==> src/rtl/noise_mix_dac.sv <==
// ---------------------------------------------------------------------------
// noise_mix_dac
//
// Front end of the audio filter chain. It produces the sample-rate clock
// enable, generates 16-bit LFSR noise, mixes tone / scaled noise / filtered
// input under mode control with saturation, and formats the mixed sample as an
// offset-binary code for an 8-bit (parametrisable) PMOD DAC.
//
// Pipeline, relative to a cycle n in which en is high:
//   edge ending cycle n   : stage A captures tone_in, filt_in, mode and the
//                           shifted noise; the LFSR advances
//   edge ending cycle n+1 : stage B selects / saturates into mix_out
//                           (mix_out and mix_valid visible in cycle n+2)
//   edge ending cycle n+2 : stage C formats mix_out into dac_out
//                           (dac_out visible in cycle n+3)
//
// Output strobe: mix_valid is a one-cycle strobe with no back-pressure; it is
// high in exactly the cycles in which mix_out holds a freshly produced sample.
// mix_out holds its last value while mix_valid is low. Every downstream
// consumer must take the sample in the strobe cycle.
//
// Parameters:
//   DW    sample width (signed), 16..32
//   DIV   clock-enable divide ratio, 1..65535
//   SEED  LFSR reset value (0 is replaced by 16'hACE1)
//   DACW  DAC code width, 4..DW
//   SWAP  1 = emit DAC code as {lower half, upper half} for PMOD pin order
//
// Ports:
//   clk          system clock
//   reset_n      synchronous active-low reset
//   tone_in      signed tone sample (DW)
//   filt_in      signed filtered sample (DW)
//   mode         00 tone, 01 tone+noise, 10 noise only, 11 filt_in
//   noise_shift  arithmetic right shift applied to the noise
//   sat_clr      clears sat_count (wins over an increment in the same cycle)
//   en           sample-rate enable, one-cycle pulse every DIV cycles
//   mix_out      signed mixed sample (DW)
//   mix_valid    one-cycle strobe, mix_out updated
//   dac_out      offset-binary DAC code (DACW)
//   sat_count    number of saturated samples, sticks at 16'hFFFF
// ---------------------------------------------------------------------------
module noise_mix_dac #(
  parameter int          DW   = 16,
  parameter int          DIV  = 1,
  parameter logic [15:0] SEED = 16'hACE1,
  parameter int          DACW = 8,
  parameter int          SWAP = 1
) (
  input  logic                 clk,
  input  logic                 reset_n,
  input  logic signed [DW-1:0] tone_in,
  input  logic signed [DW-1:0] filt_in,
  input  logic [1:0]           mode,
  input  logic [3:0]           noise_shift,
  input  logic                 sat_clr,
  output logic                 en,
  output logic signed [DW-1:0] mix_out,
  output logic                 mix_valid,
  output logic [DACW-1:0]      dac_out,
  output logic [15:0]          sat_count
);

  // Reorders a DAC code into pin order. Applied after the offset-binary
  // conversion so the midscale constant and live codes go through one path.
  function automatic logic [DACW-1:0] swap_halves(input logic [DACW-1:0] d);
    logic [DACW-1:0] r;
    if (SWAP != 0) r = {d[DACW/2-1:0], d[DACW-1:DACW/2]};
    else           r = d;
    return r;
  endfunction

  // An all-zero LFSR would lock up, so a zero seed falls back to the default.
  localparam logic [15:0]    SEED_L   = (SEED == 16'h0000) ? 16'hACE1 : SEED;
  localparam logic [15:0]    DIV_LAST = 16'(DIV - 1);
  localparam logic [DACW-1:0] MID_CODE = {1'b1, {(DACW-1){1'b0}}};
  localparam logic [DACW-1:0] DAC_MID  = swap_halves(MID_CODE);
  localparam logic [DW-1:0]  SAT_MAX  = {1'b0, {(DW-1){1'b1}}};
  localparam logic [DW-1:0]  SAT_MIN  = {1'b1, {(DW-1){1'b0}}};

  localparam logic [1:0] MODE_TONE  = 2'b00;
  localparam logic [1:0] MODE_MIX   = 2'b01;
  localparam logic [1:0] MODE_NOISE = 2'b10;
  localparam logic [1:0] MODE_FILT  = 2'b11;

  // -------------------------------------------------------------------------
  // Clock-enable divider. en is registered from the next count so that it is
  // high exactly in the cycle where the count sits at DIV-1, and is still
  // forced low by reset even when DIV=1.
  // -------------------------------------------------------------------------
  logic [15:0] div_cnt;
  logic [15:0] div_cnt_nxt;

  always_comb begin
    div_cnt_nxt = (div_cnt == DIV_LAST) ? 16'd0 : div_cnt + 16'd1;
  end

  always_ff @(posedge clk) begin
    if (!reset_n) begin
      div_cnt <= 16'd0;
      en      <= 1'b0;
    end else begin
      div_cnt <= div_cnt_nxt;
      en      <= (div_cnt_nxt == DIV_LAST);
    end
  end

  // -------------------------------------------------------------------------
  // Noise source: Fibonacci LFSR x^16+x^14+x^13+x^11+1, advanced on en.
  // The zero check runs every cycle so a corrupted register recovers without
  // waiting for the next sample tick.
  // -------------------------------------------------------------------------
  logic [15:0] lfsr;
  logic        lfsr_fb;

  always_comb begin
    lfsr_fb = lfsr[15] ^ lfsr[13] ^ lfsr[12] ^ lfsr[10];
  end

  always_ff @(posedge clk) begin
    if (!reset_n) begin
      lfsr <= SEED_L;
    end else if (lfsr == 16'h0000) begin
      lfsr <= SEED_L;
    end else if (en) begin
      lfsr <= {lfsr[14:0], lfsr_fb};
    end
  end

  // Noise as a signed DW-bit value, scaled down by noise_shift. Uses the LFSR
  // value from before the advance that happens on the same edge.
  logic signed [15:0]   lfsr_s;
  logic signed [DW-1:0] lfsr_ext;
  logic signed [DW-1:0] noise_scaled;

  always_comb begin
    lfsr_s       = $signed(lfsr);
    lfsr_ext     = DW'(lfsr_s);
    noise_scaled = lfsr_ext >>> noise_shift;
  end

  // -------------------------------------------------------------------------
  // Stage A: capture inputs on the sample tick. mode and noise_shift are only
  // looked at here, so changes between ticks do not affect samples in flight.
  // -------------------------------------------------------------------------
  logic signed [DW-1:0] tone_r;
  logic signed [DW-1:0] filt_r;
  logic signed [DW-1:0] noise_r;
  logic [1:0]           mode_r;
  logic                 a_valid;

  always_ff @(posedge clk) begin
    if (!reset_n) begin
      tone_r  <= '0;
      filt_r  <= '0;
      noise_r <= '0;
      mode_r  <= MODE_TONE;
      a_valid <= 1'b0;
    end else begin
      a_valid <= en;
      if (en) begin
        tone_r  <= tone_in;
        filt_r  <= filt_in;
        noise_r <= noise_scaled;
        mode_r  <= mode;
      end
    end
  end

  // -------------------------------------------------------------------------
  // Stage B: select and saturate. The sum is one bit wider than the samples;
  // overflow shows up as disagreement between the top two bits of the sum,
  // and the top bit then gives the direction of the clamp.
  // -------------------------------------------------------------------------
  logic signed [DW:0]   sum_w;
  logic                 sum_ovf;
  logic signed [DW-1:0] sum_sat;
  logic signed [DW-1:0] mix_sel;
  logic                 clamp;

  always_comb begin
    sum_w   = (DW+1)'(tone_r) + (DW+1)'(noise_r);
    sum_ovf = sum_w[DW] ^ sum_w[DW-1];
    if (sum_ovf) sum_sat = sum_w[DW] ? SAT_MIN : SAT_MAX;
    else         sum_sat = sum_w[DW-1:0];

    mix_sel = tone_r;
    case (mode_r)
      MODE_TONE:  mix_sel = tone_r;
      MODE_MIX:   mix_sel = sum_sat;
      MODE_NOISE: mix_sel = noise_r;
      MODE_FILT:  mix_sel = filt_r;
      default:    mix_sel = tone_r;
    endcase

    // Only the tone+noise path adds two samples, so only it can clamp.
    clamp = a_valid && (mode_r == MODE_MIX) && sum_ovf;
  end

  always_ff @(posedge clk) begin
    if (!reset_n) begin
      mix_out   <= '0;
      mix_valid <= 1'b0;
    end else begin
      mix_valid <= a_valid;
      if (a_valid) begin
        mix_out <= mix_sel;
      end
    end
  end

  // Saturation counter: clear wins over increment, and it never wraps.
  always_ff @(posedge clk) begin
    if (!reset_n) begin
      sat_count <= 16'd0;
    end else if (sat_clr) begin
      sat_count <= 16'd0;
    end else if (clamp && (sat_count != 16'hFFFF)) begin
      sat_count <= sat_count + 16'd1;
    end
  end

  // -------------------------------------------------------------------------
  // Stage C: DAC formatting. Take the top DACW bits of the sample and flip
  // the sign bit to go from two's complement to offset binary, so the most
  // negative sample maps to code 0 and zero maps to midscale.
  // -------------------------------------------------------------------------
  logic [DACW-1:0] dac_raw;
  logic [DACW-1:0] dac_fmt;

  always_comb begin
    dac_raw          = mix_out[DW-1 -: DACW];
    dac_raw[DACW-1]  = ~mix_out[DW-1];
    dac_fmt          = swap_halves(dac_raw);
  end

  always_ff @(posedge clk) begin
    if (!reset_n) begin
      dac_out <= DAC_MID;
    end else if (mix_valid) begin
      dac_out <= dac_fmt;
    end
  end

endmodule

==> config.mk <==
export PLATFORM = sky130hd
export DESIGN_NAME = noise_mix_dac
export DESIGN_NICKNAME = d
export VERILOG_FILES = /design/src/rtl/noise_mix_dac.sv
export SDC_FILE = /design/constraint.sdc
export NUM_CORES = 1
export LEC_CHECK = 0
export CORE_ASPECT_RATIO = 0.6
export CORE_MARGIN = 4
export CORE_UTILIZATION = 30
export CTS_CLUSTER_DIAMETER = 80
export DETAILED_ROUTE_END_ITERATION = 12
export GPL_TIMING_DRIVEN = 0
export PLACE_DENSITY = 0.51
export SYNTH_ARGS = -nofsm -noshare
export SYNTH_HDL_FRONTEND = slang
export SYNTH_SLANG_ARGS = --single-unit
==> constraint.sdc <==
create_clock -name clk -period 2.9 [get_ports clk]
set_input_delay 0.435 -clock clk [delete_from_list [all_inputs] [get_ports clk]]
set_output_delay 0.435 -clock clk [all_outputs]
set_load 0.01 [all_outputs]
==> metrics <==
Hold Startpoint mix_out[4]; Seq/Total Area, Yosys 36.4%; Async SR Flop Fraction 0%; most common cell after layout, fill and taps aside nor2_1; Rows 42; most frequent cells in the layout 124 x nor2_1, 123 x dfxtp_1, 80 x clkdlybuf4s50_1; Syn Inst Count 795; clk buf depth 2; worst slew pin tran 0.922 ns; main combinational cell family by area after synthesis simple AND/OR/NAND/NOR gates; Sw Pwr 1320 uW; crit path time final 2.80 ns; Final Cycle Share 96.7%; Setup CP Type reg2reg; R2R depth 11; CP max stage cell fa_2; critical path's largest stage delay 0.37 ns; Req. time, crit path 3.21 ns; outcome complete, no violations; # IOs 83; mux cell area share after synthesis 15.9%; worst hold stages 2; Die Y 125 um; placed cell areas 8060 sq um; # hold bufs at CTS 0; xor/xnor cell area share of the yosys netlist 4.44%; P per Cell Area 550 nW/um^2; Synth Area in Adders 3.75%; synth-to-layout area growth 28.1%; final clock skew 0.0108 ns; layout cells sized above 1 10.8%; maximum vdd drop 0.000333 V; Slew Limit Fails 0; cell repeated most along the worst path o31ai_4; initial core utilization 30.8%; Synth Area in Compound Gates 16.2%; vias in the first global route 5861; die area 25500 sq um; Vias per Instance 5.11; Ys Warns 0; hold slack 0.483 ns; core area 22300 sq um; Final setup viols 0; Final ANT Viol Nets 0; drt total wl 21.6 mm; largest net degree at the start of global routing 17; Final Hold Viols 0; setup tns final 0 ns; DP HPWL 16.6 mm; Reg-to-Reg End sat_count[4]; Post-synth EDFFs 0; clk_lat worst skew 0.42 ns; first-pass GRT wire length 34.1 mm; Crit Reg-Reg Startpoint tone_r[0]; Pre-antenna DRT Iters 5; Comb power frac 15.5%; Root Driver clkbuf_16; internal power 3520 uW; setup slack, reg-to-reg 0.1 ns; Sink Count 125; Synth cell types 69; critical-path cell list ha_2 -> fa_2 -> a211oi_4 -> o31ai_4 -> o31ai_4 -> o21ai_4 -> a21oi_4 -> xor2_4 -> buf_6 -> o31a_1 -> o21a_1; register bit total from synthesis 125; Final Util 39.5%; Crit path arrival time 3.12 ns; P_leak 0.00338 uW; Net Sw Frac 27.2%; Die X 203 um; drt wl/cell 17.7 um; worst path bufs/invs 1; DRT iter0 DRCs 535; number of buffers created by CTS 17; n_diodes 0; total number of vias 6237; Hold Crit Class reg2reg; CTS clk-pin slew, worst paths 0.06 ns; GPL Wtd Cong 0.884; CP max FO 8; fin nets 961; finished layout cell area 8800 sq um; Simple-Gate Fraction of Synth Area 19.0%; CP Launch Type flop; Avg Inst Size Synth 8.65 sq um; sequential power share 39.1%; Worst Setup End Kind flop; H-tree depth 4; port bufs 80; FMAX 357 MHz; worst rel slew slack 38.5%; TritonCTS clock tree built; Clk network pwr share 45.4%; aggregate global-route resource usage 17.0%; Post-route DRC 0; max-capacitance violation count 0; Crit path max-delay family compound AO/OA/AOI/OAI gates; hold worst-path end mix_out[4]; syn_nets 856; initial antenna violation count 0; remaining global-route overflow 0; synthesized area 6870 sq um; Synth Flop Type dfxtp_1
state kept, by name (all words and copies together) (netlist names):
register / cells
sat_count: 16
mix_out: 16
dac_out: 8
noise_r: 16
tone_r: 16
lfsr: 16
mix_valid: 1
div_cnt: 16
a_valid: 1
en: 1
mode_r: 2
filt_r: 16
cells by family (layout without fill, tap and decap cells):
group / count (synthesis) / count (layout)
mux: 99 / 99
simple gates: 278 / 278
xor+xnor: 34 / 34
flops: 125 / 125
fa+ha+maj: 20 / 20
buf+inv: 66 / 184
compound gates: 173 / 173
how the worst max path moves through the flow:
stage | endpoint | start | cells after the start
detailed placement | mix_out[12] | tone_r[0] | 11
floorplan | sat_count[4] | tone_r[0] | 11
CTS | sat_count[7] | tone_r[0] | 11
global route | sat_count[15] | tone_r[0] | 10
global placement | mix_out[1] | tone_r[0] | 11
finish | sat_count[4] | tone_r[0] | 11
metal layers:
layer  GRT usage, %  vias to the layer above  wire (um)
li1               -                     3068          -
met1           29.1                     2930      12400
met2           20.2                      221       7350
met3           3.96                       18       1570
met4           3.84                        0        207
met5              0                        -          0
area by class of cell:
cell class	count	area, sq um
Fill cell	2291	13500
Multi-Input combinational cell	604	4160
Sequential cell	125	2500
Timing Repair Buffer	86	850
Clock buffer	22	454
Tap cell	308	385
Buffer	54	262
Clock inverter	10	140
Inverter	12	45.0
power groups by stage:
stage | logic [uW] | clock network (uW) | registers, uW
final | 750 | 2200 | 1890
after global routing | 828 | 2310 | 1900
after CTS | 740 | 2230 | 1890
after detailed placement | 711 | 0 | 1930
after global placement | 712 | 0 | 1930
after floorplan | 481 | 0 | 1890
per-stage QoR:
stage | total power [uW] | setup WS, ns | std cells
floorplan | 2370 | 0.163 | 795
global placement | 2640 | -0.410 | 1183
detailed placement | 2640 | -0.402 | 1183
CTS | 4860 | 0.000551 | 1220
global route | 5040 | -0.00674 | 1221
finish | 4840 | 0.0966 | 1221
worst min-delay path, stage by stage (launching register included):
cell	delay (ns)
dfxtp_1	0.33
a21oi_1	0.06
o21ai_1	0.06
what timing repair did:
item / 4_1_cts / 5_1_grt
gates resized for setup: 19 / 3
cloned: 1 / 0
setup endpoints to repair: 31 / 29
setup buffers: 4 / 1
pin swaps: 10 / 7
cell usage after synthesis, types with 7 or more instances:
| master | n | area (sq um) |
|---|---|---|
| nor2_1 | 124 | 465 |
| a211oi_1 | 7 | 52.6 |
| a21oi_1 | 56 | 280 |
| clkbuf_1 | 33 | 124 |
| mux2i_1 | 72 | 721 |
| buf_4 | 9 | 67.6 |
| nand4_1 | 8 | 50.1 |
| nand2b_1 | 12 | 75.1 |
| nand3_1 | 17 | 85.1 |
| mux2_2 | 21 | 236 |
| nand2_1 | 51 | 191 |
| xor2_1 | 11 | 96.3 |
| o21ai_0 | 36 | 180 |
| xnor2_1 | 22 | 193 |
| or3_1 | 7 | 43.8 |
| nor4_1 | 9 | 56.3 |
| inv_1 | 11 | 41.3 |
| dfxtp_1 | 125 | 2500 |
| nor3_1 | 8 | 40.0 |
| ha_1 | 19 | 238 |
| o211ai_1 | 10 | 75.1 |
| and3_1 | 10 | 62.6 |
| buf_1 | 9 | 33.8 |
(Power assumes the default switching activity.)
